===== config.mk =====
export PLATFORM = sky130hd
export DESIGN_NAME = perip_pwm_multi
export DESIGN_NICKNAME = d
export VERILOG_FILES = /design/src/rtl/perip_pwm_multi.sv
export SDC_FILE = /design/constraint.sdc
export NUM_CORES = 1
export LEC_CHECK = 0
export ABC_CLOCK_PERIOD_IN_PS = 5600
export BUFFER_PORTS_ARGS = -buffer_cell sky130_fd_sc_hd__buf_2
export CORE_ASPECT_RATIO = 1.25
export CORE_MARGIN = 2
export CORE_UTILIZATION = 60
export DETAILED_ROUTE_END_ITERATION = 12
export GPL_ROUTABILITY_DRIVEN = 0
export HOLD_SLACK_MARGIN = 0.12
export PLACE_DENSITY = 0.81
export SYNTH_ARGS = -nofsm -noshare
export SYNTH_HDL_FRONTEND = slang
export SYNTH_SLANG_ARGS = --single-unit

===== constraint.sdc =====
create_clock -name clk -period 5.6 [get_ports clk]
set_input_delay 1.68 -clock clk [delete_from_list [all_inputs] [get_ports clk]]
set_output_delay 1.68 -clock clk [all_outputs]
set_load 0.005 [all_outputs]

===== src/rtl/perip_pwm_multi.sv =====
// -----------------------------------------------------------------------------
// perip_pwm_multi
//   Multi-channel PWM peripheral with a small register interface.
//   One shared period counter drives N_CH compare channels. PERIOD and DUTY
//   writes land in pending registers. The active copies reload only at the
//   end of a period, so a period that has started always finishes as set up.
//
// Optional feature macro: PERIP_PWM_FADE_EN
//   When defined, each active duty slews toward its pending value by at most
//   FADE_STEP per period. When undefined, FADE_STEP reads 0, writes to it are
//   ignored, and duties load directly.
//
// Register map (addr[4:0]):
//   0x00 CTRL      [N_CH-1:0] channel enables
//   0x01 PERIOD    pending period (reads back the pending value)
//   0x02 STATUS    bit0 wrap flag, cleared by a read, a new wrap wins
//   0x03 FADE_STEP duty slew per period (fade builds only)
//   0x04+i DUTY[i] pending duty of channel i (reads back the pending value)
//
// Ports:
//   clk    in   1     rising-edge clock
//   reset  in   1     synchronous active-high reset
//   d_in   in   32    write data, register bits taken LSB-aligned
//   cs     in   1     peripheral select
//   addr   in   32    register select, only addr[4:0] decoded
//   rd     in   1     read strobe (qualified by cs)
//   wr     in   1     write strobe (qualified by cs)
//   d_out  out  32    registered read data, held between reads
//   pwm    out  N_CH  registered PWM outputs
// -----------------------------------------------------------------------------
module perip_pwm_multi #(
    parameter int N_CH       = 4,
    parameter int CNT_W      = 16,
    parameter int PERIOD_RST = 1000
) (
    input  logic            clk,
    input  logic            reset,
    input  logic [31:0]     d_in,
    input  logic            cs,
    input  logic [31:0]     addr,
    input  logic            rd,
    input  logic            wr,
    output logic [31:0]     d_out,
    output logic [N_CH-1:0] pwm
);

    localparam logic [4:0]       ADDR_CTRL    = 5'h00;
    localparam logic [4:0]       ADDR_PERIOD  = 5'h01;
    localparam logic [4:0]       ADDR_STATUS  = 5'h02;
    localparam logic [4:0]       ADDR_FADE    = 5'h03;
    localparam logic [4:0]       ADDR_DUTY0   = 5'h04;
    localparam logic [CNT_W-1:0] ZERO         = {CNT_W{1'b0}};
    localparam logic [CNT_W-1:0] ONE          = {{(CNT_W-1){1'b0}}, 1'b1};
    localparam logic [CNT_W-1:0] PERIOD_RST_V = CNT_W'(PERIOD_RST);

    // Pending (software-visible) registers
    logic [N_CH-1:0]  ctrl_r;
    logic [CNT_W-1:0] period_r;
    logic [CNT_W-1:0] duty_r [N_CH];

    // Active copies and the period counter
    logic [CNT_W-1:0] act_period_r;
    logic [CNT_W-1:0] act_duty_r [N_CH];
    logic [CNT_W-1:0] cnt_r;

    logic             wrap_flag_r;
    logic [31:0]      d_out_r;
    logic [N_CH-1:0]  pwm_r;

    logic [4:0]       reg_sel_s;
    logic             wr_en_s;
    logic             rd_en_s;
    logic [CNT_W-1:0] wdata_s;
    logic             idle_s;
    logic             wrap_s;
    logic [N_CH-1:0]  duty_wr_s;
    logic [N_CH-1:0]  pwm_next_s;
    logic [31:0]      rdata_s;
    logic [CNT_W-1:0] fade_step_s;
    logic [CNT_W-1:0] act_duty_next_s [N_CH];
    logic             unused_s;

    assign reg_sel_s = addr[4:0];
    assign wr_en_s   = cs && wr;
    assign rd_en_s   = cs && rd;
    assign wdata_s   = d_in[CNT_W-1:0];

    // Only the low address bits and the low data bits carry meaning.
    assign unused_s  = ^{addr[31:5], d_in[31:CNT_W]};

    // A zero period parks the block: the counter stays at 0 and no wrap occurs.
    assign idle_s    = (act_period_r == ZERO);
    assign wrap_s    = !idle_s && (cnt_r == (act_period_r - ONE));

`ifdef PERIP_PWM_FADE_EN
    logic [CNT_W-1:0] fade_step_r;

    // Move cur toward tgt by at most step and never overshoot. A step of 0 jumps straight to tgt.
    function automatic logic [CNT_W-1:0] fade_next(input logic [CNT_W-1:0] cur,
                                                   input logic [CNT_W-1:0] tgt,
                                                   input logic [CNT_W-1:0] step);
        logic [CNT_W-1:0] res;
        if (step == ZERO) begin
            res = tgt;
        end else if (tgt > cur) begin
            res = ((tgt - cur) > step) ? (cur + step) : tgt;
        end else if (cur > tgt) begin
            res = ((cur - tgt) > step) ? (cur - step) : tgt;
        end else begin
            res = cur;
        end
        return res;
    endfunction

    // Fade step register, present only in fade builds.
    always_ff @(posedge clk) begin
        if (reset) begin
            fade_step_r <= ZERO;
        end else if (wr_en_s && (reg_sel_s == ADDR_FADE)) begin
            fade_step_r <= wdata_s;
        end
    end

    assign fade_step_s = fade_step_r;
`else
    assign fade_step_s = ZERO;
`endif

    // Decode the per-channel duty write enables; unused DUTY slots match nothing.
    always_comb begin
        duty_wr_s = {N_CH{1'b0}};
        for (int i = 0; i < N_CH; i++) begin
            if (wr_en_s && (reg_sel_s == (ADDR_DUTY0 + 5'(i)))) begin
                duty_wr_s[i] = 1'b1;
            end else begin
                duty_wr_s[i] = 1'b0;
            end
        end
    end

    // Duty value each channel adopts at the next wrap.
    always_comb begin
        for (int i = 0; i < N_CH; i++) begin
`ifdef PERIP_PWM_FADE_EN
            act_duty_next_s[i] = fade_next(act_duty_r[i], duty_r[i], fade_step_s);
`else
            act_duty_next_s[i] = duty_r[i];
`endif
        end
    end

    // Compare stage: the registered pwm output lags cnt by one cycle.
    always_comb begin
        pwm_next_s = {N_CH{1'b0}};
        for (int i = 0; i < N_CH; i++) begin
            if (ctrl_r[i] && !idle_s && (cnt_r < act_duty_r[i])) begin
                pwm_next_s[i] = 1'b1;
            end else begin
                pwm_next_s[i] = 1'b0;
            end
        end
    end

    // Read multiplexer: zero-extended register contents, 0 for unmapped addresses.
    always_comb begin
        rdata_s = 32'h0000_0000;
        case (reg_sel_s)
            ADDR_CTRL:   rdata_s = 32'(ctrl_r);
            ADDR_PERIOD: rdata_s = 32'(period_r);
            ADDR_STATUS: rdata_s = {31'h0000_0000, wrap_flag_r};
            ADDR_FADE:   rdata_s = 32'(fade_step_s);
            default: begin
                rdata_s = 32'h0000_0000;
                for (int i = 0; i < N_CH; i++) begin
                    if (reg_sel_s == (ADDR_DUTY0 + 5'(i))) begin
                        rdata_s = 32'(duty_r[i]);
                    end else begin
                        rdata_s = rdata_s;
                    end
                end
            end
        endcase
    end

    // Pending register file written from the bus.
    always_ff @(posedge clk) begin
        if (reset) begin
            ctrl_r   <= {N_CH{1'b0}};
            period_r <= PERIOD_RST_V;
            for (int i = 0; i < N_CH; i++) begin
                duty_r[i] <= ZERO;
            end
        end else begin
            if (wr_en_s && (reg_sel_s == ADDR_CTRL)) begin
                ctrl_r <= d_in[N_CH-1:0];
            end
            if (wr_en_s && (reg_sel_s == ADDR_PERIOD)) begin
                period_r <= wdata_s;
            end
            for (int i = 0; i < N_CH; i++) begin
                if (duty_wr_s[i]) begin
                    duty_r[i] <= wdata_s;
                end
            end
        end
    end

    // Period counter. Active period and duties reload only at the wrap.
    always_ff @(posedge clk) begin
        if (reset) begin
            cnt_r        <= ZERO;
            act_period_r <= PERIOD_RST_V;
            for (int i = 0; i < N_CH; i++) begin
                act_duty_r[i] <= ZERO;
            end
        end else if (idle_s) begin
            // While parked there is no wrap to wait for, so a PERIOD write takes effect at once.
            cnt_r <= ZERO;
            if (wr_en_s && (reg_sel_s == ADDR_PERIOD)) begin
                act_period_r <= wdata_s;
            end
        end else if (wrap_s) begin
            cnt_r        <= ZERO;
            act_period_r <= period_r;
            for (int i = 0; i < N_CH; i++) begin
                act_duty_r[i] <= act_duty_next_s[i];
            end
        end else begin
            cnt_r <= cnt_r + ONE;
        end
    end

    // Wrap flag: set on each wrap and cleared by a STATUS read. A set in the same cycle as a clear wins.
    always_ff @(posedge clk) begin
        if (reset) begin
            wrap_flag_r <= 1'b0;
        end else if (wrap_s) begin
            wrap_flag_r <= 1'b1;
        end else if (rd_en_s && (reg_sel_s == ADDR_STATUS)) begin
            wrap_flag_r <= 1'b0;
        end
    end

    // Read data register: updated only by a read, held otherwise.
    always_ff @(posedge clk) begin
        if (reset) begin
            d_out_r <= 32'h0000_0000;
        end else if (rd_en_s) begin
            d_out_r <= rdata_s;
        end
    end

    // PWM output register.
    always_ff @(posedge clk) begin
        if (reset) begin
            pwm_r <= {N_CH{1'b0}};
        end else begin
            pwm_r <= pwm_next_s;
        end
    end

    assign d_out = d_out_r;
    assign pwm   = pwm_r;

endmodule


==> flow_summary.toml, run 1 <==
[floorplan]
ios = 105
start_util_pct = 61.5
fp.dieArea_sq_mm = 0.0191
die_x_microns = 124
rows = 54
die_y_microns = 154
core_sq_mm = 0.0176

[layout]
drive_above_1_share_pct = 9.80
final_cells = 1316
finalInstanceArea_sq_mm = 0.0119
diodes = 0
area_growth_pct = 9.66
n_fill_cell = 1313
final_nets = 1210

[worst_setup_path]
crit_path_end_kind = "flip-flop"
r2r_slack_ns = 1.44
cp.required_ns = 5.74
crit_fanout = 34
crit_type = "flip-flop to flip-flop"
start_kind = "flip-flop"
critPathArrivalTime_ns = 4.30
slowest_delay_ns = 0.62
cp_slowest_cell = "nand2_2"
path_cells = "inv_1 > ha_1 > nor3b_1 > a21oi_1 > nor4b_1 > o211a_1 > nand3_1 > nand2_2 > buf_4"

[route]
wl_microns = 27800
drc = 0
dr.first_iter.drc_count = 877
via_count = 8215
drtAntennaViolNets = 0
dr.pass1.iters = 6
via_per_inst = 6.24
avgRoutedWirePerCell_microns = 21.1

[timing]
fin_setup_tns_ns = 0
finalSetupViolations = 0
clock.fmax_ghz = 0.240
maxSlewHeadroom_pct = 23.1
post-route-period-util_pct = 74.3
hold_viol = 0
finClkSkew_ns = 0.00904
setup_slack_ns = 1.44
finalCriticalPeriod_ns = 4.16
tightestPinTransition_ns = 1.15
rsz0062_at_grt = "false"
slew_viol_final = 0
hold_ws_ns = 0.467

[synth]
synth_common_cells = "132 x and2_1, 128 x edfxtp_1, 73 x dfxtp_1"
ys_types = 58
seq_area_frac_synth_pct = 49.1
ys.flop_type = "edfxtp_1"
synth_fa_ha_area_share_pct = 7.18
yosysTopAreaCell = "edfxtp_1"
synth-simple-area-share_pct = 20.5
netlist_top_cells_area = "edfxtp_1 36%, dfxtp_1 14%, and2_1 7.6%"
netlist_instances = 1054
synth.most_common_cell = "and2_1"
synth_compound_area_share_pct = 12.5
synth_enable_flop_cells = 128
synthArstFlopShare_pct = 0
muxShareOfSynthArea_pct = 2.73
synth_xor_area_share_pct = 2.51
avgSynthCellArea_sq_um = 10.3
ys_ff_latch = 201
yosysWarningCount = 0
synth_top_family_by_area = "simple AND/OR/NAND/NOR gates"
synth_top_area_share_pct = 35.6
syn_area_sq_mm = 0.0108

[place]
place_ws_ns = 1.44
post_dp_cell_area_sq_mm = 0.0112
port_buffers = 45
dp.cells = 1281
dp_hpwl_microns = 19100

[cts]
clk_pin_slew_ns = 0.06
post_cts_resized = 0
post_cts_buffers = 0
h-tree-depth = 1
cts_tree = "yes"
cts_buffers = 20
root_buffer = "clkbuf_16"
cts_hold_buffers = 0
cts_sinks = 201
clkLatencyLatePin_ns = 0.49
clk_path_buf_depth = 3

[global_routing]
antenna_found_initial = 0
grt_max_degree = 68
grt_pass1_vias = 7655
gr-total-overflow = 0
grt_usage_pct = 29.6
grt_pass1_wl_microns = 42800

[flow_run]
drv_cap = 0

[hold_path]
holdCritPathClass = "flip-flop to flip-flop"

[pwr]
leakage_uw = 0.00484
peakVddDrop_mv = 0.320
power-per-cell-area_mw_per_mm2 = 284

[run_status]
status = "complete, no violations"
[area by class of cell]
type,instances,area (sq um),share of cell area (%)
clock buffers,22,529,4.46
multi-input cells,731,5000,42.1
inverters,66,248,2.09
well taps,224,280,2.36
clock inverters,13,166,1.40
repair buffers,59,330,2.79
flip-flops and latches,201,5310,44.7
[logic make-up (layout without fill, tap and decap cells)]
kind of cell	after synthesis	in the layout
fa+ha+maj	62	62
buf+inv	137	160
mux	23	23
other cells	1	16
simple gates	398	398
flops	201	201
xor+xnor	31	31
compound gates	201	201
[final timing paths]
kind                   start          endpoint  cells past startpoint
max          act_period_r[0]  act_duty_r[1][3]                      9
min                 d_out[0]          d_out[0]                      2
max reg2reg  act_period_r[0]  act_duty_r[1][3]                      9
min reg2reg         d_out[0]          d_out[0]                      2
[sequential cells by signal (all words and copies together) (netlist names)]
name,count
act_duty_r,64
act_period_r,16
cnt_r,16
ctrl_r,4
d_out,16
duty_r,64
period_r,16
pwm,4
wrap_flag_r,1
[worst max-delay path: cells and delay by family (launching register included)]
kind                       cells  cell delay (ns)
buffers and inverters          2             0.62
adders and majority gates      1             0.24
DFF                            1             0.34
and+or+nand+nor                4             1.88
AOI/OAI and AO/OA              2             0.71
[cell usage in the layout, fill, tap and decap left out, drive strengths merged, types with 20 or more instances in the layout]
master	count
a211oi	21
a21o	20
a21oi	55
and2	132
buf	59
clkbuf	22
dfxtp	73
edfxtp	128
ha	62
inv	67
nand2	69
nand3	32
nand4	20
nor2	36
nor3	32
o21ai	42
[layer usage]
layer  routed length (microns)  up-vias  track usage [%]  part of all wire, %
met5                         0        -                0                    0
met4                      1500        0             14.1                  5.4
met3                      2220       76             3.97                  8.0
met2                     13000      421             46.6                   47
met1                     11000     3861             40.3                   40
li1                          -     3857                -                    -
[report_power, final]
part / switching (uW) / leakage (uW) / internal [uW]
logic: 177 / 0.00265 / 87.2
clock network: 556 / 0.000335 / 866
registers: 48.6 / 0.00186 / 1630
[metrics by stage]
step | utilization, % | power (uW)
4_1_cts | 67.5 | 3370
3_5_place_dp | 63.5 | 1960
6_report | 67.5 | 3370
5_1_grt | 67.5 | 3450
3_3_place_gp | 63.5 | 1960
2_1_floorplan | - | 1860
Note: power is estimated with default switching activity, not from simulation.
==> inputs of run 2 (changes only) <==
==> config.mk (replaced) <==
export PLATFORM = sky130hd
export DESIGN_NAME = perip_pwm_multi
export DESIGN_NICKNAME = d
export VERILOG_FILES = /design/src/rtl/perip_pwm_multi.sv
export SDC_FILE = /design/constraint.sdc
export NUM_CORES = 1
export LEC_CHECK = 0
export ABC_CLOCK_PERIOD_IN_PS = 3600
export BUFFER_PORTS_ARGS = -buffer_cell sky130_fd_sc_hd__buf_2
export CORE_ASPECT_RATIO = 1.25
export CORE_MARGIN = 2
export CORE_UTILIZATION = 54
export DETAILED_ROUTE_END_ITERATION = 12
export GPL_ROUTABILITY_DRIVEN = 0
export HOLD_SLACK_MARGIN = 0.12
export PLACE_DENSITY = 0.77
export SYNTH_ARGS = -nofsm -noshare
export SYNTH_HDL_FRONTEND = slang
export SYNTH_SLANG_ARGS = --single-unit
==> constraint.sdc (replaced) <==
create_clock -name clk -period 3.6 [get_ports clk]
set_input_delay 1.08 -clock clk [delete_from_list [all_inputs] [get_ports clk]]
set_output_delay 1.08 -clock clk [all_outputs]
set_load 0.005 [all_outputs]
==> run 2 against run 1 <==
  * Clock power rose by 51%
  * Global-route usage is 2.3 points lower
  * Critical path depth stayed put
  * Die area is 11% higher
==> flow_summary.toml, run 2 (synthesis gave the netlist of run 1 again) <==
[place]
place_ws_ns = 0.415
post_dp_cell_area_sq_mm = 0.0113
dp_hpwl_microns = 20200
port_buffers = 45

[timing]
fin_setup_tns_ns = 0
clock.fmax_ghz = 0.315
maxSlewHeadroom_pct = 36.3
setup_slack_ns = 0.425
rsz0062_at_grt = "false"
hold_viol = 0
post-route-period-util_pct = 88.2
finalCriticalPeriod_ns = 3.17
finClkSkew_ns = 0.0133
slew_viol_final = 0
finalSetupViolations = 0
tightestPinTransition_ns = 0.955

[cts]
clk_path_buf_depth = 3
h-tree-depth = 1
cts_hold_buffers = 0
root_buffer = "clkbuf_16"
post_cts_buffers = 0
cts_tree = "yes"
clkLatencyLatePin_ns = 0.51
cts_sinks = 201
post_cts_resized = 0
clk_pin_slew_ns = 0.06
cts_buffers = 20

[route]
via_per_inst = 6.00
via_count = 8234
drtAntennaViolNets = 0
avgRoutedWirePerCell_microns = 20.4
wl_microns = 28100
dr.pass1.iters = 8
dr.first_iter.drc_count = 781
drc = 0

[hold_path]
holdCritPathClass = "flip-flop to flip-flop"

[layout]
register_area_sq_mm = 0.00531
drive_above_1_share_pct = 10.7
final_nets = 1224
area_growth_pct = 11.1
layout_common_cells = "132 x and2_1, 128 x edfxtp_1, 73 x dfxtp_1"
multi_input_area_sq_mm = 0.00499
biggestRegsByFlops = "act_duty_r x64, duty_r x64"
diodes = 0
n_fill_cell = 1588
final_common_cell = "and2_1"
finalInstanceArea_sq_mm = 0.0120

[floorplan]
core_sq_mm = 0.0195
die_y_microns = 162
rows = 57
die_x_microns = 131
start_util_pct = 55.3
fp.dieArea_sq_mm = 0.0212
ios = 105

[pwr]
peakVddDrop_mv = 0.373
power-per-cell-area_mw_per_mm2 = 430
p_total_uw = 5170
leakage_uw = 0.00492

[worst_setup_path]
crit_fanout = 64
cp-endpoint = "act_duty_r[1][4]"
cp-startpoint = "act_period_r[0]"
r2r_cells = 9
start_kind = "flip-flop"
r2r_start = "act_period_r[0]"
path_cells = "inv_1 > ha_1 > or3b_2 > nor3_1 > o211ai_1 > a221oi_1 > nand3_1 > nand2_2 > buf_12"
rr_endpoint = "act_duty_r[1][4]"
slowest_delay_ns = 0.51
critPathTopFamily = "simple AND/OR/NAND/NOR gates"
critPathArrivalTime_ns = 3.35
cp.required_ns = 3.77
crit_path_end_kind = "flip-flop"
crit_type = "flip-flop to flip-flop"
crit_cells = 9
r2r_slack_ns = 0.43
path_buf_inv = 2
cp_slowest_cell = "or3b_2"

[run_status]
status = "complete, no violations"

[global_routing]
grt_usage_pct = 27.3
grt_pass1_vias = 8066
antenna_found_initial = 1
grt_pass1_wl_microns = 44300
gr-total-overflow = 0
grt_max_degree = 90

[flow_run]
drv_cap = 0
[run 2: changes by cell type in the layout (fill, tap and decap cells not counted), sizes merged]
cell / previous run / this run
clkbuf: 22 / 23
inv: 67 / 66
buf: 59 / 73
clkinvlp: 2 / 0
clkinv: 6 / 10
bufinv: 4 / 3
[run 2: power by group]
group	switching, uW	total, uW	internal [uW]
clock network	885	2140	1260
registers	83.3	2620	2540
logic	264	411	147
[run 2: worst min path at each step]
stage                       startpoint            to  depth (start not counted)
after floorplan           period_r[10]  period_r[10]                          2
after global placement        d_out[0]      d_out[0]                          2
after detailed placement      d_out[0]      d_out[0]                          2
after CTS                     d_out[0]      d_out[0]                          2
after global routing      period_r[10]  period_r[10]                          2
final                         d_out[0]      d_out[0]                          2
[run 2: per-stage QoR]
step / hold WS, ns / cells / util (%)
final: 0.484 / 1372 / 61.5
after global routing: 0.495 / 1372 / 61.5
after CTS: 0.483 / 1372 / 61.5
after detailed placement: 0.473 / 1336 / 58.1
after global placement: 0.441 / 1336 / 58.1
after floorplan: 0.445 / 1069 / -
[run 2: per-layer routing]
| layer | global-route usage [%] | part of all wire (%) | up-vias |
|---|---|---|---|
| li1 | - | - | 3897 |
| met1 | 36.6 | 40 | 3901 |
| met2 | 43.9 | 47 | 355 |
| met3 | 3.43 | 7.1 | 81 |
| met4 | 12.9 | 5.5 | 0 |
| met5 | 0 | 0 | - |
[run 2: area by class of cell]
type	instances	share of cell area (%)
clock inverters	13	1.20
repair buffers	73	3.94
inverters	66	2.06
well taps	265	2.76
flip-flops and latches	201	44.2
multi-input cells	731	41.5
clock buffers	23	4.34
[run 2: worst min-delay path, delay by kind of cell, from the launching register on]
family,cells,cell delay (ns)
DFF,1,0.32
and+or+nand+nor,1,0.06
AOI/OAI and AO/OA,1,0.06
==> inputs of run 3 (changes only) <==
--- a/config.mk
+++ b/config.mk
@@ -14,6 +14,7 @@
 export GPL_ROUTABILITY_DRIVEN = 0
 export HOLD_SLACK_MARGIN = 0.12
 export PLACE_DENSITY = 0.77
+export REMOVE_ABC_BUFFERS = 1
 export SYNTH_ARGS = -nofsm -noshare
 export SYNTH_HDL_FRONTEND = slang
 export SYNTH_SLANG_ARGS = --single-unit
==> run 3 against run 2 <==
  * Sequential power about the same
  * Combinational power grew 5%
  * Critical path type unchanged
  * Highest routed layer unchanged
  * Non-clock buffer count increased by 8
  * Wire length rose by 1.4%
  * Flip-flop and latch count unchanged
  * Global-route usage up 0.41 points
  * Largest cell class unchanged
  * Worst setup slack improved by 0.062 ns
  * Via count is 2.0% higher
  * Sequential share of layout area is 0.22 points lower
==> flow_summary.toml, run 3 (synthesis gave the netlist of run 1 again) <==
[layout]
drive_above_1_share_pct = 11.3
layout_common_cells = "132 x and2_1, 128 x edfxtp_1, 73 x dfxtp_1"
diodes = 0
final_common_cell = "and2_1"
finalInstanceArea_sq_mm = 0.0121
final_nets = 1232
multi_input_area_sq_mm = 0.00499
biggestRegsByFlops = "act_duty_r x64, duty_r x64"
area_growth_pct = 11.7
n_fill_cell = 1552
register_area_sq_mm = 0.00531

[hold_path]
holdCritPathClass = "flip-flop to flip-flop"
min_from = "d_out[0]"

[cts]
clkLatencyLatePin_ns = 0.50
clk_path_buf_depth = 3
root_buffer = "clkbuf_16"
cts_buffers = 20
post_cts_buffers = 0
clk_pin_slew_ns = 0.07
post_cts_resized = 0
cts_sinks = 201
h-tree-depth = 1
cts_tree = "yes"
cts_hold_buffers = 0

[pwr]
leakage_uw = 0.00496
peakVddDrop_mv = 0.382
power-per-cell-area_mw_per_mm2 = 427

[worst_setup_path]
cp_slowest_cell = "or3b_2"
critPathArrivalTime_ns = 3.26
path_cells = "inv_1 > ha_1 > or3b_2 > nor3_1 > o211ai_1 > a221oi_1 > nand3_1 > nand2_2 > buf_12"
r2r_start = "act_period_r[0]"
crit_path_end_kind = "flip-flop"
crit_fanout = 60
start_kind = "flip-flop"
crit_type = "flip-flop to flip-flop"
cp-startpoint = "act_period_r[0]"
cp.required_ns = 3.75
critPathTopFamily = "simple AND/OR/NAND/NOR gates"
slowest_delay_ns = 0.51
r2r_slack_ns = 0.49
path_buf_inv = 2

[floorplan]
start_util_pct = 55.3
ios = 105
fp.dieArea_sq_mm = 0.0212
core_sq_mm = 0.0195
die_y_microns = 162
rows = 57
die_x_microns = 131

[route]
wl_met1_microns = 10800
drc = 0
drtAntennaViolNets = 0
avgRoutedWirePerCell_microns = 20.6
routed.top_layer = "met4"
wl_met3_microns = 2000
via_count = 8395
via_per_inst = 6.08
dr.first_iter.drc_count = 879
dr_wl_met2_microns = 14000
wl_microns = 28500
dr.pass1.iters = 5

[place]
place_ws_ns = 0.486
dp_hpwl_microns = 20200
port_buffers = 45
post_dp_cell_area_sq_mm = 0.0114

[global_routing]
grt_pass1_vias = 8088
grt_max_degree = 65
grt_pass1_wl_microns = 44700
grt_usage_pct = 27.7
antenna_found_initial = 0
gr-total-overflow = 0

[run_status]
status = "complete, no violations"

[flow_run]
drv_cap = 0

[timing]
maxSlewHeadroom_pct = 35.4
setup_slack_ns = 0.488
post-route-period-util_pct = 86.5
clock.fmax_ghz = 0.321
finalSetupViolations = 0
finClkSkew_ns = 0.0185
finalCriticalPeriod_ns = 3.11
tightestPinTransition_ns = 0.969
hold_viol = 0
rsz0062_at_grt = "false"
slew_viol_final = 0
-- run 3: changes by cell type in the layout (fill, tap and decap cells not counted) --
cell / before / now
clkbuf_8: 1 / 3
clkbuf_16: 20 / 21
clkbuf_1: 2 / 6
clkinv_8: 1 / 0
clkinv_2: 3 / 2
clkinv_1: 6 / 2
buf_4: 25 / 33
bufinv_16: 3 / 2
-- run 3: area by class of cell --
type,count,share of cell area [%]
repair buffers,81,4.41
inverters,66,2.05
flip-flops and latches,201,43.9
multi-input cells,731,41.3
well taps,265,2.75
clock inverters,6,0.642
clock buffers,30,4.88
-- run 3: through the flow --
step                utilization (%)  total power, uW  hold WS, ns  cells  setup TNS, ns
CTS                            61.8             5170        0.464   1380              0
floorplan                         -             2860        0.439    998         -51.05
global placement               58.4             3060        0.446   1344              0
global route                   61.8             5310        0.487   1380              0
detailed placement             58.4             3070        0.455   1344              0
finish                         61.8             5160        0.465   1380              0
-- run 3: power by group --
part | switching [uW] | internal, uW | total, uW
Clock | 851 | 1270 | 2120
Combinational | 281 | 149 | 430
Sequential | 70.7 | 2540 | 2610
Total | 1200 | 3960 | 5160
-- run 3: metal layers --
metal / track usage [%] / vias up
met5: 0 / -
met4: 13.8 / 0
met3: 2.93 / 82
met2: 46.9 / 374
met1: 35.0 / 4035
li1: - / 3904
-- run 3: path summary, 6_finish.rpt --
check,endpoint,cells past startpoint
min reg2reg,d_out[0],2
min,d_out[0],2
max reg2reg,act_duty_r[1][8],9
max,act_duty_r[1][8],9
-- run 3: worst register-to-register path, cell delays in order (launching register included) --
cell	delay (ns)
dfxtp_1	0.34
inv_1	0.09
ha_1	0.24
or3b_2	0.51
nor3_1	0.23
o211ai_1	0.16
a221oi_1	0.38
nand3_1	0.27
nand2_2	0.22
buf_12	0.32
